File: config.mk
export PLATFORM = sky130hd
export DESIGN_NAME = mem_bist_ctrl_flat
export DESIGN_NICKNAME = d
export VERILOG_FILES = /design/src/rtl/mem_bist_ctrl_if.sv /design/src/rtl/mem_bist_ctrl.sv /design/src/flat_wrapper.sv
export SDC_FILE = /design/constraint.sdc
export NUM_CORES = 1
export LEC_CHECK = 0
export ABC_AREA = 1
export BUFFER_PORTS_ARGS = -buffer_cell sky130_fd_sc_hd__buf_2
export CORE_MARGIN = 2
export CORE_UTILIZATION = 38
export DETAILED_ROUTE_END_ITERATION = 7
export SLEW_MARGIN = 25
export SYNTH_ARGS = -nofsm -noshare
export SYNTH_HDL_FRONTEND = slang
export SYNTH_SLANG_ARGS = --single-unit
File: constraint.sdc
create_clock -name clk -period 4.35 [get_ports clk]
set_input_delay 0.87 -clock clk [delete_from_list [all_inputs] [get_ports clk]]
set_output_delay 0.87 -clock clk [all_outputs]
set_load 0.005 [all_outputs]
File: src/rtl/mem_bist_ctrl_if.sv
// Memory-side bus of the BIST engine.
//   master : BIST controller (drives strobes, address, write data; receives read data)
//   slave  : memory or memory model (receives strobes, drives read data)
// Signals:
//   mem_write    write strobe
//   mem_read     read strobe
//   mem_adder    address
//   mem_data_in  write data to memory
//   mem_data_out read data from memory
interface mem_bist_ctrl_if #(
  parameter int unsigned ADDR_W = 5,
  parameter int unsigned DATA_W = 8
);
  logic              mem_write;
  logic              mem_read;
  logic [ADDR_W-1:0] mem_adder;
  logic [DATA_W-1:0] mem_data_in;
  logic [DATA_W-1:0] mem_data_out;

  modport master (
    output mem_write,
    output mem_read,
    output mem_adder,
    output mem_data_in,
    input  mem_data_out
  );

  modport slave (
    input  mem_write,
    input  mem_read,
    input  mem_adder,
    input  mem_data_in,
    output mem_data_out
  );
endinterface

File: src/rtl/mem_bist_ctrl.sv
// Memory self-test engine: writes a selectable pattern to every address, reads every address
// back, compares against the same pattern, counts mismatches (saturating) and records the first
// failing address.
// Ports:
//   clk, rst_n        clock, asynchronous active-low reset
//   start             one-cycle run request, honoured only in idle or done
//   mode              pattern: 0 zeros, 1 data=addr, 2 checkerboard, 3 ones
//   busy, done, pass  run status; pass is valid from done until the next start
//   err_count         saturating mismatch count
//   first_err_valid   a mismatch has been seen this run
//   first_err_addr    address of the first mismatch
//   mem               memory bus (master side)
module mem_bist_ctrl #(
  parameter int unsigned ADDR_W   = 5,
  parameter int unsigned DATA_W   = 8,
  parameter int unsigned READ_LAT = 1,
  parameter int unsigned ERR_W    = 8
) (
  input  logic              clk,
  input  logic              rst_n,
  input  logic              start,
  input  logic [1:0]        mode,
  output logic              busy,
  output logic              done,
  output logic              pass,
  output logic [ERR_W-1:0]  err_count,
  output logic              first_err_valid,
  output logic [ADDR_W-1:0] first_err_addr,
  mem_bist_ctrl_if.master   mem
);

  typedef enum logic [2:0] {StIdle, StWrite, StRead, StDrain, StDone} state_e;

  state_e              state_q, state_d;
  logic [1:0]          mode_q, mode_d;
  logic                busy_q, busy_d;
  logic                done_q, done_d;
  logic                pass_q, pass_d;
  logic [ERR_W-1:0]    err_q, err_d;
  logic                fev_q, fev_d;
  logic [ADDR_W-1:0]   fea_q, fea_d;
  logic                wr_q, wr_d;
  logic                rd_q, rd_d;
  logic [ADDR_W-1:0]   adder_q, adder_d;
  logic [DATA_W-1:0]   din_q, din_d;

  // Read tracking pipe: entry 0 captures the address the memory samples on this edge, the last
  // entry lines up with the returned read data.
  logic [READ_LAT-1:0] pipe_vld_q;
  logic [ADDR_W-1:0]   pipe_addr_q [READ_LAT];

  logic                mismatch;

  function automatic logic [DATA_W-1:0] pattern(input logic [1:0] m, input logic [ADDR_W-1:0] a);
    logic [DATA_W-1:0] p;
    p = '0;
    case (m)
      2'd0: p = '0;
      2'd1: p = DATA_W'(a);  // zero-extends or truncates
      2'd2: for (int i = 0; i < DATA_W; i++) p[i] = a[0] ^ i[0];
      default: p = '1;
    endcase
    return p;
  endfunction

  assign mismatch = pipe_vld_q[READ_LAT-1] &&
                    (mem.mem_data_out != pattern(mode_q, pipe_addr_q[READ_LAT-1]));

  always_comb begin
    state_d = state_q;
    mode_d  = mode_q;
    pass_d  = pass_q;
    err_d   = err_q;
    fev_d   = fev_q;
    fea_d   = fea_q;
    wr_d    = 1'b0;
    rd_d    = 1'b0;
    adder_d = '0;
    din_d   = '0;

    if (mismatch) begin
      if (err_q != {ERR_W{1'b1}}) err_d = err_q + 1'b1;
      if (!fev_q) begin
        fev_d = 1'b1;
        fea_d = pipe_addr_q[READ_LAT-1];
      end
    end

    case (state_q)
      StIdle, StDone: begin
        if (start) begin
          state_d = StWrite;
          mode_d  = mode;
          pass_d  = 1'b0;
          err_d   = '0;
          fev_d   = 1'b0;
          fea_d   = '0;
          wr_d    = 1'b1;
          din_d   = pattern(mode, '0);
        end else if (state_q == StDone) begin
          state_d = StIdle;
        end
      end
      StWrite: begin
        if (adder_q == '1) begin
          state_d = StRead;
          rd_d    = 1'b1;
        end else begin
          wr_d    = 1'b1;
          adder_d = adder_q + 1'b1;
          din_d   = pattern(mode_q, adder_q + 1'b1);
        end
      end
      StRead: begin
        if (adder_q == '1) begin
          state_d = StDrain;
        end else begin
          rd_d    = 1'b1;
          adder_d = adder_q + 1'b1;
        end
      end
      StDrain: begin
        // err_q is final once the pipe has emptied, so pass can be taken from it directly.
        if (pipe_vld_q == '0) begin
          state_d = StDone;
          pass_d  = (err_q == '0);
        end
      end
      default: state_d = StIdle;
    endcase

    busy_d = (state_d == StWrite) || (state_d == StRead) || (state_d == StDrain);
    done_d = (state_d == StDone);
  end

  always_ff @(posedge clk or negedge rst_n) begin
    if (!rst_n) begin
      state_q <= StIdle;
      mode_q  <= '0;
      busy_q  <= 1'b0;
      done_q  <= 1'b0;
      pass_q  <= 1'b0;
      err_q   <= '0;
      fev_q   <= 1'b0;
      fea_q   <= '0;
      wr_q    <= 1'b0;
      rd_q    <= 1'b0;
      adder_q <= '0;
      din_q   <= '0;
    end else begin
      state_q <= state_d;
      mode_q  <= mode_d;
      busy_q  <= busy_d;
      done_q  <= done_d;
      pass_q  <= pass_d;
      err_q   <= err_d;
      fev_q   <= fev_d;
      fea_q   <= fea_d;
      wr_q    <= wr_d;
      rd_q    <= rd_d;
      adder_q <= adder_d;
      din_q   <= din_d;
    end
  end

  always_ff @(posedge clk or negedge rst_n) begin
    if (!rst_n) begin
      pipe_vld_q <= '0;
      for (int i = 0; i < READ_LAT; i++) pipe_addr_q[i] <= '0;
    end else begin
      pipe_vld_q[0]  <= rd_q;
      pipe_addr_q[0] <= adder_q;
      for (int i = 1; i < READ_LAT; i++) begin
        pipe_vld_q[i]  <= pipe_vld_q[i-1];
        pipe_addr_q[i] <= pipe_addr_q[i-1];
      end
    end
  end

  assign busy            = busy_q;
  assign done            = done_q;
  assign pass            = pass_q;
  assign err_count       = err_q;
  assign first_err_valid = fev_q;
  assign first_err_addr  = fea_q;
  assign mem.mem_write   = wr_q;
  assign mem.mem_read    = rd_q;
  assign mem.mem_adder   = adder_q;
  assign mem.mem_data_in = din_q;

endmodule

File: src/flat_wrapper.sv
// flat-port wrapper written by rule: the top's interface ports become plain ports
module mem_bist_ctrl_flat 
#(
  parameter int unsigned ADDR_W   = 5,
  parameter int unsigned DATA_W   = 8,
  parameter int unsigned READ_LAT = 1,
  parameter int unsigned ERR_W    = 8
)
  (clk, rst_n, start, mode, busy, done, pass, err_count, first_err_valid, first_err_addr, mem_mem_write, mem_mem_read, mem_mem_adder, mem_mem_data_in, mem_mem_data_out);
  mem_bist_ctrl_if #(.ADDR_W(ADDR_W), .DATA_W(DATA_W)) mem_i ();
  input  logic clk;
  input  logic rst_n;
  input  logic start;
  input  logic [1:0] mode;
  output logic busy;
  output logic done;
  output logic pass;
  output logic [ERR_W-1:0] err_count;
  output logic first_err_valid;
  output logic [ADDR_W-1:0] first_err_addr;
  output wire logic [$bits(mem_i.mem_write)-1:0] mem_mem_write;
  output wire logic [$bits(mem_i.mem_read)-1:0] mem_mem_read;
  output wire logic [$bits(mem_i.mem_adder)-1:0] mem_mem_adder;
  output wire logic [$bits(mem_i.mem_data_in)-1:0] mem_mem_data_in;
  input wire logic [$bits(mem_i.mem_data_out)-1:0] mem_mem_data_out;
  assign mem_mem_write = mem_i.mem_write;
  assign mem_mem_read = mem_i.mem_read;
  assign mem_mem_adder = mem_i.mem_adder;
  assign mem_mem_data_in = mem_i.mem_data_in;
  assign mem_i.mem_data_out = mem_mem_data_out;
  mem_bist_ctrl #(.ADDR_W(ADDR_W), .DATA_W(DATA_W), .READ_LAT(READ_LAT), .ERR_W(ERR_W)) u_core (.clk(clk), .rst_n(rst_n), .start(start), .mode(mode), .busy(busy), .done(done), .pass(pass), .err_count(err_count), .first_err_valid(first_err_valid), .first_err_addr(first_err_addr), .mem(mem_i));
endmodule
### Word-level counts from Yosys, hierarchy flattened

Cells that the tools add are included.

* register bits: 43
* bits in latches: 0
* RAM bits: 0
* memory bits (read-only): 0
* input bits: 13
* output and inout bits: 32
* word-level logic and storage cells: 81
* memories kept: 0

* $add $sub $neg: 2
* multipliers: 0
* divide/modulo/power cells: 0
* order comparisons: 0
* equal/unequal tests: 17
* shifts and indexed selects: 0
* multiplexer cells: 33
* bitwise logic cells: 2
* reductions and logical operators: 13

Operators by type and width (number)
* 2-to-1 mux 8 bit: 6
* one-hot mux 8 bit (3 select lines): 2
* one-hot mux 8 bit (2 select lines): 2
* 2-to-1 mux 5 bit: 6
* 2-to-1 mux 3 bit: 5
* == test 3 x 2 -> 1 bit (second input constant): 4
* one-hot mux 3 bit (4 select lines): 1
* adder 8 x 1 -> 8 bit (second input constant): 1
* zero test 8 bit: 1
* 2-to-1 mux 1 bit: 8
* inequality test 8 bit: 1
* inequality test 8 bit (second input constant): 1
* == test 3 x 1 -> 1 bit (second input constant): 2
* == test 3 bit (second input constant): 2
* one-hot mux 1 bit (2 select lines): 3
* OR reduction 2 bit: 3
* adder 5 x 1 -> 5 bit (second input constant): 1
* == test 5 bit (second input constant): 1
* == test 2 x 1 -> 1 bit (second input constant): 2
* == test 2 bit (second input constant): 2
* zero test 2 bit: 2
* inequality test 2 bit (second input constant): 2
* zero test 3 bit: 1
* AND reduction 3 bit: 1
* other kinds (5): 7

### Longest topological paths before layout

* word-level depth: 7
* gate-level depth with buffers: 13

### Least setup slack after synthesis

OpenSTA, ideal clock, no wires.

* kind: input to register
* start point: input mem_mem_data_out[7]
* end point: register u_core.err_q[3] (netlist: u_core.err_count[3])
* setup time: 0.119 ns
* data arrival time: 1.661 ns
* setup slack: 2.570 ns
* cell stages on the path: 10
* path buffers: 1
* cell sequence: nand2_1 > inv_1 > nand3_1 > nand2_1 > nand2_1 > nor2_4 > nand3_4 > buf_6 > a21oi_1 > nor2_1

* cells in the longest elaborated chain, start to end: 5

RTL lines
* start, declared: line flat_wrapper.sv:25 `input wire logic [$bits(mem_i.mem_data_out)-1:0] mem_mem_data_out;`
* inequality test 8 bit (*): line mem_bist_ctrl.sv:67 `(mem.mem_data_out != pattern(mode_q, pipe_addr_q[READ_LAT-1]));`
* logical AND 1 bit (*): line mem_bist_ctrl.sv:66 `assign mismatch = pipe_vld_q[READ_LAT-1] &&`
* 2-to-1 mux 8 bit (*): line mem_bist_ctrl.sv:81 `if (mismatch) begin`
* 2-to-1 mux 8 bit: line mem_bist_ctrl.sv:91 `if (start) begin`
* 2-to-1 mux 8 bit (*): line mem_bist_ctrl.sv:89 `case (state_q)`
* via u_core.err_d[3]: line mem_bist_ctrl.sv:39 `logic [ERR_W-1:0] err_q, err_d;`
* end signal, assigned: line mem_bist_ctrl.sv:156 `err_q <= err_d;`
* end, declared: line mem_bist_ctrl.sv:39

The timed path passes the listed nets; every way through them passes the cells marked *.
A chain may end at the register's enable or synchronous reset.

### Worst setup path in the final report

* start point: input start
* end point: register u_core.busy_q (netlist: u_core.busy)

* cells in the longest elaborated chain, start to end: 5
* elaborated cells between the ends (all ways): 7
* those cells by class: eq/ne (3); mux (2); reduce/logical (2)

RTL lines
* start, declared: line flat_wrapper.sv:13 `input logic start;`
* 2-to-1 mux 3 bit (*): line mem_bist_ctrl.sv:91
* one-hot mux 3 bit (4 select lines) (*): line mem_bist_ctrl.sv:89
* via u_core.state_d[0]: line mem_bist_ctrl.sv:34 `state_e state_q, state_d;`
* == test 3 x 1 -> 1 bit / == test 3 x 2 -> 1 bit (equally long branches): line mem_bist_ctrl.sv:132 `busy_d = (state_d == StWrite) || (state_d == StRead) || (state_d == StDrain);`
* logical OR 1 bit: line mem_bist_ctrl.sv:132
* logical OR 1 bit (*): line mem_bist_ctrl.sv:132
* via u_core.busy_d: line mem_bist_ctrl.sv:36 `logic busy_q, busy_d;`
* end signal, assigned: line mem_bist_ctrl.sv:153 `busy_q <= busy_d;`
* end, declared: line mem_bist_ctrl.sv:36

Marks and branches as above.

==> run summary <==
Buffers on Ports = 44
Mapped Area = 0.00211 sq mm
Final Util = 45.5%
share of layout cells above drive strength 1 = 21.3%
post-route ant nets = 0
Design Power = 0.000968 W
Fmax = 0.531 GHz
core area = 0.00544 sq mm
delay-heaviest family, CP = simple AND/OR/NAND/NOR gates
post-synthesis sequential area ratio = 49.9%
run status = complete, no violations
Num CTS Buffers = 5
final hold vios = 0
Via density = 4.66
Synth-to-Final Area Change = 17.6%
static leakage = 1.42 nW
CTS H-tree lvls = 2
worst-path maximum fanout = 13
Critical Path, Cell by Cell = buf_2, nand2_1, inv_1, nor2_1, o211ai_1, or2_2
Avg Cell Area, Syn = 7.89 sq um
DRC = 0
Starting Density = 38.7%
setup_tns = 0 ps
width of the die = 78.4 microns
RePlAce Congestion = 0.857
clk_lat worst skew = 310 ps
RSZ-0062 raised after global routing = no
Crit path largest cell delay = 280 ps
# Post-CTS Setup Buffers = 0
Pwr per Cell Area = 391 mW/mm^2
post-CTS sizing = 0
initial detailed-routing violation count = 99
Slew headroom = 63.3%
root buf cell = clkbuf_8
vias in the first global route = 1,684
Mapped Nets = 284
min setup slack post-route = 2470 ps
startpoint type of the worst setup path = primary input
Setup-failing EPs final = 0
Die H = 78.4 microns
Routed WL = 4460 microns
CP max-delay cell = or2_2
crit end category = flop
Clock Tree Buf Depth = 2
Synth Warn # = 0
Slew Viols, Final = 0
die area = 0.00615 sq mm
# hold bufs at CTS = 0
CTS clock-pin slew for the worst setup and hold paths = 100 ps
routed len/inst = 11.6 microns
Gate Count Post-Synth = 267
initial antenna violation count = 0
CTS tree = built
n_diodes = 0
fin crit share = 43.3%
total clock sinks = 42
largest net degree at the start of global routing = 43
first-pass GRT wire length = 7590 microns
Crit path required time = 4540 ps
clock skew = 11.0 ps
unique cell type count in the Yosys netlist = 27
router iterations before antenna repair = 4
critical path type = in2reg
via count = 1,800
maximum capacitance violations = 0
standard-cell rows = 27
DP HPWL = 3310 microns
Setup Slack @ Placement = 2130 ps
GR Overflow Total = 0
worst-margin pin slew = 546 ps
worst vdd ir = 0.203 mV
Yosys reg bits = 42
I/O pin cnt = 45
worst min-delay path class = reg2reg
gr usage total = 15.7%
Bufs and invs on worst path = 2
layout net count = 330
CP arrival = 2070 ps
fin crit period = 1880 ps
-- power breakdown --
group / total (W) / switching, W / leakage [nW] / internal (W)
sequential: 0.000469 / 0.0000417 / 0.511 / 0.000428
clock: 0.000274 / 0.000155 / 0.0495 / 0.000119
combinational: 0.000224 / 0.000130 / 0.858 / 0.0000949
total: 0.000968 / 0.000326 / 1.42 / 0.000642
-- synth_stat cells --
library cell | n | area, sq um
a21oi_1 | 14 | 70.1
buf_4 | 1 | 7.51
buf_6 | 2 | 22.5
clkbuf_1 | 2 | 7.51
dfrtp_1 | 42 | 1050
ha_1 | 4 | 50.1
inv_1 | 37 | 139
inv_2 | 1 | 3.75
inv_6 | 1 | 8.76
mux2_2 | 1 | 11.3
nand2_1 | 75 | 282
nand2_2 | 4 | 25.0
nand2_4 | 2 | 22.5
nand3_1 | 25 | 125
nand3_2 | 1 | 10.0
nand3_4 | 1 | 17.5
nand4_1 | 3 | 18.8
nor2_1 | 33 | 124
nor2_2 | 2 | 12.5
nor2_4 | 1 | 11.3
nor3_1 | 4 | 20.0
o211ai_1 | 1 | 7.51
o21ai_0 | 6 | 30.0
o22ai_1 | 1 | 6.26
o31ai_1 | 1 | 7.51
or2_2 | 1 | 6.26
xor2_1 | 1 | 8.76
-- registers in the layout (all words and copies together) (netlist names), 2 cells and up --
name and count:
u_core.err_count 8, u_core.first_err_addr 5, u_core.mem.mem_adder 5, u_core.mem.mem_data_in 7, u_core.mode_q 2, u_core.pipe_addr_q 5
u_core.state_q 3
-- worst register-to-register path, stage by stage, from the launching register on --
cell	delay, ps
dfrtp_1	490
ha_1	210
nand2_1	70
nor2_1	110
ha_1	220
nor2_1	100
nor2_1	130
o211ai_1	130
or2_2	280
-- logic make-up after synthesis --
group	after synthesis	synth area share, %
muxes	1	0.535
DFF	42	49.9
buffers and inverters	44	8.97
adders and majority gates	4	2.38
AOI/OAI and AO/OA	23	5.76
xor gates and xnor gates	1	0.416
and+or+nand+nor	152	32.0
-- placed cells by master, fill, tap and decap left out --
cell type	netlist	routed
o31ai_1	1	1
nor2_4	1	1
nor2_1	33	33
or2_2	1	1
buf_4	1	1
ha_1	4	4
dfrtp_1	42	42
clkbuf_8	0	5
o22ai_1	1	1
nand3_2	1	1
nand3_4	1	1
buf_2	0	43
inv_1	37	37
nor3_1	4	4
inv_6	1	4
nand2_4	2	2
inv_2	1	1
xor2_1	1	1
nand2_1	75	75
nand3_1	25	25
o21ai_0	6	6
o211ai_1	1	1
a21oi_1	14	14
mux2_2	1	1
nand4_1	3	3
nor2_2	2	2
nand2_2	4	4
-- final cells by class --
| class | instances | area, sq um |
|---|---|---|
| well taps | 72 | 90.1 |
| clock buffers | 5 | 68.8 |
| repair buffers | 44 | 223 |
| fillers | 546 | 2960 |
| inverters | 39 | 151 |
| clock inverters | 3 | 26.3 |
| multi-input cells | 181 | 866 |
| flip-flops and latches | 42 | 1050 |
-- path summary, 6_finish.rpt --
kind / start / to / slack, ps / depth (start not counted)
max reg2reg: u_core.mem.mem_adder[0] / u_core.busy / 2500 / 8
max: start / u_core.busy / 2470 / 6
min reg2reg: u_core.mem.mem_read / u_core.pipe_vld_q / 400 / 0
max in group asynchronous: rst_n / u_core.err_count[6] / 3460 / 1
min in group asynchronous: rst_n / u_core.mem.mem_adder[1] / 530 / 1
min: u_core.mem.mem_read / u_core.pipe_vld_q / 400 / 0
-- through the flow --
stage,hold slack (ps),std cells,cell area [sq um]
finish,396,386,2480
global route,414,386,2480
CTS,400,386,2470
detailed placement,376,378,2380
global placement,380,378,2380
floorplan,376,267,2110
-- layer usage --
metal	up-vias	part of all wire [%]	global-route usage [%]
li1	925	-	-
met1	831	48	21.1
met2	38	46	25.2
met3	6	4.6	3.68
met4	0	1.2	5.09
met5	-	0	0
No activity file was read; power rests on OpenSTA's default activity.
